**config.mk**
```make
export PLATFORM = sky130hd
export DESIGN_NAME = intersection_sched
export DESIGN_NICKNAME = d
export VERILOG_FILES = /design/src/rtl/intersection_sched.sv
export SDC_FILE = /design/constraint.sdc
export NUM_CORES = 1
export LEC_CHECK = 0
export BUFFER_PORTS_ARGS = -buffer_cell sky130_fd_sc_hd__buf_2
export CAP_MARGIN = 20
export CORE_UTILIZATION = 40
export CTS_CLUSTER_SIZE = 30
export DETAILED_ROUTE_END_ITERATION = 10
export GPL_TIMING_DRIVEN = 0
export SLEW_MARGIN = 0
export SYNTH_ARGS = -nofsm -noshare
export SYNTH_HDL_FRONTEND = slang
export SYNTH_SLANG_ARGS = --single-unit
```
**constraint.sdc**
```tcl
create_clock -name clk -period 4.29 [get_ports clk]
set_input_delay 0.6435 -clock clk [delete_from_list [all_inputs] [get_ports clk]]
set_output_delay 0.6435 -clock clk [all_outputs]
set_load 0.05 [all_outputs]
```
**src/rtl/intersection_sched.sv**
```systemverilog
// Traffic/pedestrian intersection scheduler: main road rests green, side road and walk served on request.
// Optional define PED_FLASH_EN makes the walk lamp blink during the last FLASH_T seconds.
module intersection_sched #(
  parameter int GREEN_MIN = 10,
  parameter int YELLOW_T  = 3,
  parameter int ALLRED_T  = 1,
  parameter int SIDE_T    = 8,
  parameter int PED_T     = 6,
  parameter int FLASH_T   = 3
) (
  input  logic       clk,
  input  logic       rst,
  input  logic       secunda,
  input  logic       button,
  input  logic       req_side,
  output logic       main_red,
  output logic       main_yellow,
  output logic       main_green,
  output logic       side_red,
  output logic       side_yellow,
  output logic       side_green,
  output logic       redpieton,
  output logic       greenpieton,
  output logic [2:0] state,
  output logic       ped_pending,
  output logic       side_pending
);

  typedef enum logic [2:0] {
    MAIN_GREEN  = 3'd0,
    MAIN_YELLOW = 3'd1,
    ALL_RED     = 3'd2,
    SIDE_GREEN  = 3'd3,
    SIDE_YELLOW = 3'd4,
    PED_WALK    = 3'd5,
    CLEAR       = 3'd6
  } state_t;

  // Reject out-of-range timings at elaboration rather than misbehave silently.
  if (GREEN_MIN < 1 || GREEN_MIN > 255 || YELLOW_T < 1 || YELLOW_T > 255 ||
      ALLRED_T < 1 || ALLRED_T > 255 || SIDE_T < 1 || SIDE_T > 255 ||
      PED_T < 1 || PED_T > 255 || FLASH_T < 1 || FLASH_T > PED_T) begin : g_bad_cfg
    $error("intersection_sched: timing parameter out of range");
  end

  state_t     cur_state, next_state;
  logic [7:0] timer;
  logic       expired;
  logic       last_side;
  logic       serve_ped;
  logic       ped_enter;
  logic       side_enter;

  function automatic logic [7:0] duration(input state_t s);
    case (s)
      MAIN_YELLOW, SIDE_YELLOW: return 8'(YELLOW_T);
      ALL_RED, CLEAR:           return 8'(ALLRED_T);
      SIDE_GREEN:               return 8'(SIDE_T);
      PED_WALK:                 return 8'(PED_T);
      default:                  return 8'(GREEN_MIN);
    endcase
  endfunction

  assign expired    = (timer == 8'd0);
  // On a tie, serve whichever requester was not served last.
  assign serve_ped  = ped_pending && (!side_pending || last_side);
  assign ped_enter  = (next_state == PED_WALK) && (cur_state != PED_WALK);
  assign side_enter = (next_state == SIDE_GREEN) && (cur_state != SIDE_GREEN);
  assign state      = cur_state;

  always_comb begin
    next_state = cur_state;
    case (cur_state)
      MAIN_GREEN:  if (expired && (ped_pending || side_pending)) next_state = MAIN_YELLOW;
      MAIN_YELLOW: if (expired) next_state = ALL_RED;
      ALL_RED: begin
        if (expired) begin
          if (serve_ped)         next_state = PED_WALK;
          else if (side_pending) next_state = SIDE_GREEN;
          else                   next_state = MAIN_GREEN;
        end
      end
      SIDE_GREEN:  if (expired) next_state = SIDE_YELLOW;
      SIDE_YELLOW: if (expired) next_state = CLEAR;
      PED_WALK:    if (expired) next_state = CLEAR;
      CLEAR:       if (expired) next_state = MAIN_GREEN;
      default:     next_state = MAIN_GREEN;
    endcase
  end

  always_ff @(posedge clk) begin
    if (!rst) begin
      cur_state    <= MAIN_GREEN;
      timer        <= 8'(GREEN_MIN);
      ped_pending  <= 1'b0;
      side_pending <= 1'b0;
      last_side    <= 1'b1;
    end else begin
      cur_state <= next_state;
      if (next_state != cur_state)
        timer <= duration(next_state);
      else if (secunda && !expired)
        timer <= timer - 8'd1;

      if (ped_enter)
        ped_pending <= 1'b0;
      else if (button && cur_state != PED_WALK)
        ped_pending <= 1'b1;

      if (side_enter)
        side_pending <= 1'b0;
      else if (req_side && cur_state != SIDE_GREEN)
        side_pending <= 1'b1;

      if (ped_enter)
        last_side <= 1'b0;
      else if (side_enter)
        last_side <= 1'b1;
    end
  end

`ifdef PED_FLASH_EN
  logic flash;

  always_ff @(posedge clk) begin
    if (!rst)
      flash <= 1'b1;
    else if (ped_enter)
      flash <= 1'b1;
    else if (cur_state == PED_WALK && secunda && timer <= 8'(FLASH_T))
      flash <= ~flash;
  end

  assign greenpieton = (cur_state == PED_WALK) && flash;
`else
  assign greenpieton = (cur_state == PED_WALK);
`endif

  // Walk phase keeps the red hand dark even while the green man blinks off.
  assign redpieton = (cur_state != PED_WALK);

  always_comb begin
    main_red    = 1'b1;
    main_yellow = 1'b0;
    main_green  = 1'b0;
    side_red    = 1'b1;
    side_yellow = 1'b0;
    side_green  = 1'b0;
    case (cur_state)
      MAIN_GREEN:  begin main_green  = 1'b1; main_red = 1'b0; end
      MAIN_YELLOW: begin main_yellow = 1'b1; main_red = 1'b0; end
      SIDE_GREEN:  begin side_green  = 1'b1; side_red = 1'b0; end
      SIDE_YELLOW: begin side_yellow = 1'b1; side_red = 1'b0; end
      default: ;
    endcase
  end

endmodule
```
==> impl_summary.md <==
Run status
The run finished with clean final reports.

Worst setup path
In this run the critical register-to-register path is launched from timer[0]$_SDFFE_PN0P_. The worst register-to-register path ends at timer[0]$_SDFFE_PN0P_. The worst setup path is launched from a flip-flop. In this run the register-to-register setup slack is 2.24 ns.

The critical path capture point type is a primary output. Along the worst path, the maximum fanout reaches 10. At the worst endpoint, the arrival time is 1.56 ns. STA puts the critical path data required time at 3.65 ns. The number of cells traversed by the worst register-to-register path is 8. The class of the most critical setup path is flip-flop to primary output.

STA
At the pin with the least slew margin, the transition time is 0.478 ns. Setup slack closes at 2.09 ns. Setup violations remaining at the end of the flow were counted as 0. The fmax is 0.455 GHz. Setup repair after global routing left no endpoint under its margin. The final cycle utilization of the critical path is 51.3%. The count of final hold-check violations is 0. The number of slew-limit violations in the final report is 0. The aggregate negative setup slack is 0 ns. On the final layout, the worst clock skew is approximately 0.0040 ns.

Headroom to the max-slew limit came out at 67.9%. The final critical delay including setup and external delays is 2.20 ns.

Power
The share of total power dissipated in the clock network is 29.3%. The net switching power figure is 0.114 mW. Per report_power, the sequential group accounts for 43.3% of the total. Combinational cells account for 27.4% of the total power.

The internal power of the cells is 0.220 mW. In this run the static leakage power is 0.448 nW. The total power of the final layout is between 0.3 and 0.4 mW. IR analysis of the VDD net gives a maximum drop of 0.168 mV. The share of total power consumed by net switching is 34.1%. Dividing total power by cell area gives a power density of a little over 300 nW/um2.

Clock network
In this run, post-CTS hold repair placed 0 buffers. The CTS tree is done. Buffers added to address setup during post-CTS repair amount to 0.

The CTS H-tree depth is 1. The tree is rooted in a sky130_fd_sc_hd__clkbuf_4. The tree built by TritonCTS fans out to 14 sinks. After clock tree synthesis, the clock-pin slew on the worst setup and hold paths is 0.09 ns. The clock reaches the later pin of the worst-skew pair after approximately 0.28 ns.

The maximum root-to-sink buffer count is 2. Buffers inserted during clock tree synthesis total 3. Gates resized during post-CTS repair numbered 0.

Worst hold path
The path with the worst hold slack has its endpoint at side_pending$_SDFFE_PP0P_. The cell depth of the worst min-delay path is 2. The worst hold path belongs to the class flip-flop to flip-flop. The startpoint of the tightest hold check path is side_pending$_SDFFE_PP0P_.

Floorplanning
The floorplan step defined a die boundary enclosing 2540 um2. The die is between 50 and 60 um wide. The I/O pin count is 18. In this run the standard cell core region covers approximately 2200 um2. The floorplan die height is 50.4 um.

The placement row count is 17. The initial core utilization is 42.3%.

Cells and area
The register area is ~280 um2. The layout overhead on the synthesized area is 16.7%. The number of inserted diodes is 0.

The proportion of layout cells with a drive suffix above 1 is 29.2%. The combined area of the multi-input logic cells is 606 um2. The net count reported at finish is 137.

The count of fill cells added during filler insertion is ~240.

GRT
The number of global-route vias before repair is 899. The initial antenna violation count is 0. Global routing used 20.7% of the available tracks. Entering global routing, the biggest net connects 11 pins.

The total overflow left after global routing is 0. The first global-routing pass estimated about 4000 um of wire.

Drt
The number of routed nets with antenna violations is 0. The number of DRC markers in iteration 0 is 18. The detail-routed net length per standard cell is between 10 and 15 um. The detailed-routing iteration count for the pre-antenna-repair pass is 4. For this run, design rule violations remaining after detail routing come to 0.

The vias after detailed routing is between 900 and 1000. Dividing the detail-routed via count by the number of cells gives 5.77. The total routed wirelength is between 2000 and 2500 um.

Synth
The number of enable-type register cells in the synthesized netlist is 0. The average instance area after synthesis is 8.59 um2. The net count of the mapped netlist is 115. The cell area after synthesis is between 900 and 1000 um2. After synthesis, flip-flops and latches occupy 29.9% of the total area. The Yosys step of the flow raised 0 warnings. Synthesis inferred 14 register bits.

The netlist uses 52 different library cells. The most common flop cell mapped by yosys is sky130_fd_sc_hd__dfxtp_1. In the synthesized netlist the async set-or-reset flop fraction comes to 0%. Synthesis produced a netlist whose cell count is 109.

Placement
The count of buffers added on input and output ports is 17. Before CTS, the worst setup slack after placement is 2.25 ns. Detailed placement ended at an HPWL of 1660 um. The final weighted congestion of routability-driven global placement is 0.926.

Run
The reported max-cap violation count is 0.
[cell type report]
type | count | area share [%]
multi-input cells | 85 | 55.4
flip-flops and latches | 14 | 25.7
repair buffers | 17 | 7.79
clock buffers | 4 | 3.32
well taps | 28 | 3.21
inverters | 7 | 2.41
plain buffers | 3 | 2.18
[Yosys cell counts, drive strengths merged (2+ instances only)]
library cell  count  area (um2)
nand3             2        15.0
nor2             15        66.3
xnor2             4        35.0
o21ai             7        38.8
xor2              3        26.3
nor3b             2        20.0
a21oi             8        43.8
buf               3        23.8
nor4              2        27.5
nand2             4        22.5
and4              2        17.5
or2               2        12.5
inv               7        26.3
dfxtp            14         280
or4               2        18.8
o2111ai           3        26.3
nor3              4        20.0
nand2b            3        18.8
[worst max-delay path by stage]
stage                     startpoint                    end  slack, ns  cells past startpoint
3_3_place_gp   timer[0]$_SDFFE_PN0P_  timer[0]$_SDFFE_PN0P_       2.29                      8
6_report         state[2]$_SDFF_PN0_            greenpieton       2.09                      5
2_1_floorplan    state[2]$_SDFF_PN0_               side_red       1.54                      4
4_1_cts          state[2]$_SDFF_PN0_            greenpieton       2.08                      5
3_5_place_dp   timer[0]$_SDFFE_PN0P_  timer[0]$_SDFFE_PN0P_       2.25                      8
5_1_grt          state[2]$_SDFF_PN0_            greenpieton       1.99                      5
[cells by family (layout without fill, tap and decap cells)]
logic type	after synthesis	count (layout)	share of synthesized area, %
xor+xnor	7	7	6.55
mux	1	1	1.07
compound gates	32	32	25.5
simple gates	44	44	30.2
buf+inv	10	31	5.35
flops	14	14	29.9
fa+ha+maj	1	1	1.34
[power groups by stage]
stage               sequential [mW]  combinational, mW  clock, mW
finish                        0.144             0.0915     0.0977
floorplan                     0.154             0.0643          0
global route                  0.146              0.101      0.108
CTS                           0.144             0.0917      0.101
detailed placement            0.147             0.0910          0
global placement              0.147             0.0908          0
[critical path: stages, from the launching register on]
cell and delay [ns]:
sky130_fd_sc_hd__dfxtp_1 0.33, sky130_fd_sc_hd__buf_2 0.19, sky130_fd_sc_hd__nand2b_1 0.13, sky130_fd_sc_hd__or2_2 0.32, sky130_fd_sc_hd__inv_1 0.05, sky130_fd_sc_hd__buf_2 0.25
[registers in the layout (all words and copies together), names as in the netlist]
signal / flops
ped_pending: 1
state: 3
side_pending: 1
timer: 8
last_side: 1
[stage by stage]
step / area (um2) / std cells / util, % / hold WS [ns]
floorplan: 936 / 109 / - / 0.518
global placement: 1060 / 154 / 47.7 / 0.549
detailed placement: 1060 / 154 / 47.7 / 0.558
CTS: 1090 / 158 / 49.4 / 0.574
global route: 1090 / 158 / 49.4 / 0.626
finish: 1090 / 158 / 49.4 / 0.578
[per-layer routing]
| metal | track usage [%] | share of wire (%) |
|---|---|---|
| met1 | 26.7 | 46 |
| met2 | 33.3 | 46 |
| met3 | 3.94 | 6.1 |
| met4 | 9.26 | 1.6 |
| met5 | 0 | 0 |
[cells in the final DEF, fill, tap and decap left out, types with 2 or more instances in the layout]
master,count
sky130_fd_sc_hd__nor2_1,13
sky130_fd_sc_hd__nand2_1,3
sky130_fd_sc_hd__nor3_1,4
sky130_fd_sc_hd__o21ai_1,3
sky130_fd_sc_hd__nand2b_1,3
sky130_fd_sc_hd__clkbuf_4,3
sky130_fd_sc_hd__o2111ai_1,3
sky130_fd_sc_hd__a21oi_1,7
sky130_fd_sc_hd__and4_1,2
sky130_fd_sc_hd__xor2_1,3
sky130_fd_sc_hd__o21ai_0,3
sky130_fd_sc_hd__inv_1,7
sky130_fd_sc_hd__dfxtp_1,14
sky130_fd_sc_hd__buf_2,18
sky130_fd_sc_hd__or2_2,2
sky130_fd_sc_hd__xnor2_1,4
Note: power is estimated with default switching activity, not from simulation.
